$ cat src/rtl/wb_regfile.sv
// wb_regfile: writeback select, 32-entry flop register file with write-first bypass, commit counter
module wb_regfile #(
  parameter int WIDTH    = 32,
  parameter int REG_BITS = 5,
  parameter int CNT_W    = 32
) (
  input  logic                clk,
  input  logic                rst_n,
  input  logic [WIDTH-1:0]    alu_res_reg,
  input  logic [WIDTH-1:0]    read_data_reg,
  input  logic [REG_BITS-1:0] rd_reg,
  input  logic                mem_to_reg_reg,
  input  logic                reg_write_reg,
  input  logic [REG_BITS-1:0] rs_addr,
  input  logic [REG_BITS-1:0] rt_addr,
  output logic [WIDTH-1:0]    rs_data,
  output logic [WIDTH-1:0]    rt_data,
  output logic [WIDTH-1:0]    wb_data,
  output logic                wr_commit,
  output logic [CNT_W-1:0]    commit_count
);
  localparam int N = 2 ** REG_BITS;
  logic [WIDTH-1:0] regs_q [N];
  logic [CNT_W-1:0] cnt_q, cnt_d;
  logic             commit;
  always_comb begin
    wb_data   = mem_to_reg_reg ? read_data_reg : alu_res_reg;
    commit    = reg_write_reg && (rd_reg != '0) && rst_n;
    wr_commit = commit;
    rs_data   = (rs_addr == '0) ? '0 : (commit && rs_addr == rd_reg) ? wb_data : regs_q[rs_addr];
    rt_data   = (rt_addr == '0) ? '0 : (commit && rt_addr == rd_reg) ? wb_data : regs_q[rt_addr];
    cnt_d     = commit ? cnt_q + CNT_W'(1) : cnt_q;
  end
  always_ff @(posedge clk or negedge rst_n) begin
    if (!rst_n) begin
      for (int i = 0; i < N; i++) regs_q[i] <= '0;
      cnt_q <= '0;
    end else begin
      if (commit) regs_q[rd_reg] <= wb_data;
      cnt_q <= cnt_d;
    end
  end
  assign commit_count = cnt_q;
endmodule

$ cat config.mk
export PLATFORM = sky130hd
export DESIGN_NAME = wb_regfile
export DESIGN_NICKNAME = d
export VERILOG_FILES = /design/src/rtl/wb_regfile.sv
export SDC_FILE = /design/constraint.sdc
export NUM_CORES = 2
export LEC_CHECK = 0
export CORE_MARGIN = 3
export CORE_UTILIZATION = 35
export CTS_BUF_LIST = sky130_fd_sc_hd__clkbuf_4 sky130_fd_sc_hd__clkbuf_8
export DETAILED_ROUTE_END_ITERATION = 8
export GPL_TIMING_DRIVEN = 0
export HOLD_SLACK_MARGIN = 0.1
export PLACE_DENSITY_LB_ADDON = 0.08
export SYNTH_ARGS = -nofsm -noshare
export SYNTH_HDL_FRONTEND = slang
export SYNTH_SLANG_ARGS = --single-unit
$ cat constraint.sdc
create_clock -name clk -period 2.85 [get_ports clk]
set_clock_uncertainty 0.1 [all_clocks]
set_input_delay 0.57 -clock clk [delete_from_list [all_inputs] [get_ports clk]]
set_output_delay 0.57 -clock clk [all_outputs]
set_load 0.02 [all_outputs]
# == Word-level counts from Yosys, hierarchy flattened ==
# Index checks and enable logic that the tools add are counted.
# totals
memories,0
mem_bits_ro,0
inputBits,83
word_cells,65
ramBits,0
latchBits,0
register_bits,1056
# op_classes
reduce_logical,8
n_lt_le_gt_ge,4
shifts,0
add_sub_neg,1
div,0
bitwise,3
n_eq_ne,2
n_mux,14
multipliers,0
# ops
cell,n
1024-bit bitwise mux,1
32-bit binary-select mux with 5-bit select,2
32-bit two-way mux,10
32-bit demux with 5-bit select,1
"32-bit by 1-bit adder with 32-bit output, second input constant",1
"6-bit greater-or-equal comparator, second input constant",3
5-bit NOT with 6-bit output,3
5-bit == test,2
5-bit logical NOT,2
"6-bit by 1-bit < comparator with 1-bit output, second input constant",1
1-bit logical AND,5
5-bit nonzero test,1

# == Logic depth before layout (Yosys ltp) ==
# logic_depth
ltp_word,6
mapped_depth,10
ltp_nobuf,6

# == Worst setup path after synthesis ==
# Ideal clock, no wire load.
# synth_timing
kind,input-to-output
startpoint,input port rd_reg[4]
endpoint,output port rt_data[30]
t_required_ns,2.180
n_path_buf,3
arrival_ns,2.592
setup_slack_ns,-0.412
cell_stages,7
cell_sequence,buf_2 > or2_1 > buf_4 > o311ai_4 > nor3_2 > buf_2 > o41ai_1
# synth_between
elab_chain_cells,6
elab_cells_between_ends,7
cone_classes,eq/ne (1); mux (2); reduce/logical (4)
# synth_rtl
item,line,rtl
from (decl),11,"input logic [REG_BITS-1:0] rd_reg,"
5-bit nonzero test,28,commit = reg_write_reg && (rd_reg != '0) && rst_n;
1-bit logical AND (2 in a row),28,
1-bit logical AND (*),31,rt_data = (rt_addr == '0) ? '0 : (commit && rt_addr == rd_reg) ? wb_data : regs_q[rt_addr];
32-bit two-way mux (*) (2 in a row),31,
to (decl),17,"output logic [WIDTH-1:0] rt_data,"
# Mark *: on every way between the ends. The rest lies on a longest branch, timed or not.

# == Worst setup path in the final report ==
# layout_timing
startpoint,register regs_q[702] in the netlist's numbering
endpoint,output port rt_data[30]
# layout_between
elab_chain_cells,5
# layout_rtl
item,line,rtl
from (decl),23,logic [WIDTH-1:0] regs_q [N];
"from (signal, indexed assignment)",39,if (commit) regs_q[rd_reg] <= wb_data;
32-bit binary-select mux with 5-bit select,31,
32-bit two-way mux (not written as such) (2 in a row),31,
32-bit two-way mux (2 in a row),31,
# No other way between the ends. The select of a mux whose other input is x is not followed.

==> summary.txt <==
Status
  • Status: finished, violations left
  • Violated checks: negative setup slack

Synth
  • Synthesized Nets: 5,595
  • Post-synth design cell area: 55,600 um^2
  • YS warnings: 0
  • Ys async rst share: 1.00
  • Synth Flop Type: dfrtp_1
  • Gate Count Post-Synth: 5,511
  • Seq cells post-synth: 1,056
  • Post-synthesis sequential area ratio: 0.475
  • Yosys cell types: 57
  • Syn avg cell area: 10.1 um^2
  • Number of synthesized flops with an enable pin: 0

Cells and area
  • Layout area overhead: 35.8%
  • Storage cell area: 26,400 um^2
  • Layout cells sized above 1: 0.310
  • Final #Nets: 6,247
  • # fillers: 14,600
  • Design Area, Final: 75,500 um^2
  • Multi-input logic area: 32,200 um^2

Clock tree
  • Root buffer cell: clkbuf_8
  • Num CTS Buffers: 194
  • Bufs on Longest Clock Path: 3
  • CTS tree: yes
  • Worst-path clk slew: 0.07 ns
  • # H-tree levels: 4
  • TritonCTS sink count: 1,056
  • Worst skew pair latency: 0.95 ns

STA
  • Fmax: 0.272 GHz
  • # setup viols final: 64
  • Slew @ Worst Pin: 1.11 ns
  • Final worst setup slack: -0.830 ns
  • Final hold violations: 0
  • RSZ-0062 raised after global routing: yes
  • Period utilisation layout: 1.29
  • Max-slew violation count: 0
  • Min Tclk post-route: 3.68 ns
  • Worst rel slew slack: 0.259

Power
  • Combinational share of power: 0.273
  • Power share of the clock group: 0.326
  • Tot Pwr: 0.0497 W
  • Net Sw Frac: 0.345
  • Leak: 31.3 nW
  • PwrDens: 658 nW/um^2
  • VDD IR-drop max: 0.497 mV
  • Pint: 0.0326 W
  • Flop pwr share: 0.402
  • Switching power total: 0.0171 W

Critical path
  • Slowest-stage cell, CP: mux4_2
  • Reg2reg start: commit_count[10]
  • Reg2Reg Setup Slack: 0.64 ns
  • Kind of end point of the critical path: primary output
  • Max stage delay on crit path: 0.49 ns
  • CP Data Arrival Time: 3.01 ns
  • Reg2Reg Depth: 5
  • Critical Path RT: 2.18 ns
  • Crit path cell chain: mux4_2 -> mux2i_2 -> o22ai_1 -> mux2i_1 -> o41ai_4 -> buf_4
  • Setup CP Type: reg2out
  • Max Fanout on Critical Path: 3
  • Startpoint type of the worst setup path: flop
  • Worst R2R End: commit_count[30]

Die
  • Die Area: 164,000 um^2
  • Core footprint: 157,000 um^2
  • Starting Density: 0.354
  • FP Rows: 145
  • Die X: 405 um
  • Die height: 405 um
  • I/O pins: 212

Place
  • Port Buffers: 201
  • Final GP Congestion: 1.00
  • DP Wirelength: 218 mm
  • Post-Place Cell Area: 61,600 um^2

GRT
  • First-pass GRT wire length: 416 mm
  • Gr ovfl total: 0
  • Initial antenna violation count: 11
  • Largest net degree at the start of global routing: 161
  • Overall routing resource usage: 0.368
  • Vias in the first global route: 50,000

Routing
  • DRC violation count after routing: 0
  • Antenna Violating Nets Remaining: 0
  • Vias/cell: 6.17
  • DRT iter0 DRCs: 6,432
  • WL final: 306 mm
  • Vias: 51,700
  • WL/cell: 36.5 um
  • TritonRoute pass-1 iters: 8

Min path
  • WHS Endpoint: regs_q[353]
  • Hold_sp: rd_reg[3]
  • Hold crit path type: in2reg
  • WHS Path Cells: 5

Run
  • Number of max-cap violations: 0
final cells by class:
cell class                      count  area share
Timing Repair Buffer              464      0.0685
Tap cell                         2058      0.0341
Multi-Input combinational cell   3836       0.427
Inverter                           37     0.00222
Sequential cell                  1056       0.350
Buffer                            574      0.0626
Clock inverter                     26     0.00287
Antenna cell                        9    0.000298
Clock buffer                      324      0.0528
layout by cell type, fill, tap and decap left out, drive strengths merged, types with 3 or more instances in the layout:
cell type,synthesis,final
dfrtp,1056,1056
a21oi,831,831
nor2,811,811
clkbuf,423,736
buf,159,476
nand2,382,382
mux2i,310,310
o21ai,291,291
mux4,284,284
nor2b,161,161
a211oi,143,143
clkdlybuf4s50,0,119
mux2,103,103
nor4,103,103
a22oi,76,76
o22ai,72,72
a2111oi,56,56
inv,37,41
and3,35,35
nand3,33,33
xnor2,31,31
nor3,31,31
clkinv,0,17
nand4,13,13
a21o,11,11
nand2b,11,11
xor2,10,10
bufbuf,0,10
diode,0,9
dlygate4sd3,0,8
dlygate4sd2,0,8
and4,8,8
a221oi,5,5
or2,5,5
nand3b,3,3
clkinvlp,0,3
clkdlybuf4s15,0,3
kinds of logic (layout without fill, tap and decap cells):
logic type,Yosys count,in the layout,synth area share
and+or+nand+nor,1601,1601,0.128
buffers and inverters,619,1425,0.0464
AOI/OAI and AO/OA,1496,1496,0.152
adders and majority gates,1,1,0.000225
other,0,9,0
xor gates and xnor gates,41,41,0.00646
muxes,697,697,0.192
DFF,1056,1056,0.475
synth_stat cells, types with 34 or more instances:
cell type | count | share of area
o21ai_0 | 291 | 0.026
a22oi_1 | 76 | 0.010
nor4_1 | 90 | 0.010
buf_2 | 125 | 0.011
nor2_1 | 810 | 0.055
o22ai_1 | 72 | 0.0081
inv_1 | 36 | 0.0024
a2111oi_0 | 56 | 0.0088
mux2_2 | 103 | 0.021
nor2b_1 | 161 | 0.018
mux4_2 | 284 | 0.12
nand2_1 | 381 | 0.026
mux2i_1 | 310 | 0.056
a21oi_1 | 831 | 0.075
clkbuf_1 | 422 | 0.028
and3_1 | 34 | 0.0038
a211oi_1 | 143 | 0.019
dfrtp_1 | 1056 | 0.48
power groups by stage:
stage	registers [W]	clock network, W	logic, W
detailed placement	0.0200	0	0.0106
global placement	0.0198	0	0.00992
floorplan	0.0193	0	0.00671
finish	0.0199	0.0162	0.0136
CTS	0.0198	0.0163	0.0127
global route	0.0202	0.0170	0.0142
stage by stage:
stage | util | hold slack, ns | instances | setup slack (ns) | TNS, ns
after floorplan | - | 0.174 | 5511 | -0.134 | -4.94
after global placement | 0.390 | 0.355 | 7770 | -55.56 | -
after detailed placement | 0.392 | 0.364 | 7789 | -3.83 | -2500.15
after CTS | 0.469 | 0.111 | 8305 | -0.881 | -61.10
after global routing | 0.481 | 0.111 | 8377 | -0.868 | -40.81
final | 0.481 | 0.139 | 8384 | -0.830 | -37.95
how the worst max path moves through the flow:
stage	start	endpoint	slack, ns	depth (start not counted)
floorplan	rd_reg[4]	rs_data[22]	-0.13	9
global placement	rst_n	rs_data[1]	-55.56	7
detailed placement	rt_addr[2]	rt_data[19]	-3.83	10
CTS	regs_q[139]	rt_data[11]	-0.88	6
global route	regs_q[140]	rt_data[12]	-0.87	6
finish	regs_q[702]	rt_data[30]	-0.83	6
metal layers:
layer,wire length [um],vias to the layer above,part of all wire,global-route usage
met4,17900,4,0.059,0.195
met3,38100,671,0.12,0.135
met1,122000,26700,0.40,0.494
li1,-,21100,-,-
met5,22,-,0.000072,0
met2,128000,3238,0.42,0.515
sequential cells by signal (all words and copies together), names as in the netlist:
| register | flops |
|---|---|
| regs_q | 1024 |
| commit_count | 32 |
worst max-delay path: cells and delay by family, from the launching register on:
| family | cells | cell delay (ns) |
|---|---|---|
| AO/OA/AOI/OAI | 2 | 0.28 |
| buffers and inverters | 1 | 0.19 |
| flip-flops | 1 | 0.44 |
| multiplexers | 3 | 1.13 |
what timing repair did:
item	4_1_cts	5_1_grt
pin swaps	200	113
gates resized for setup	1644	299
cloned	12	3
endpoints found under the hold margin	554	13
buffers inserted	149	71
endpoints found under the setup margin	1116	692
hold buffers	14	1
Power figures use the tool's default switching activity.
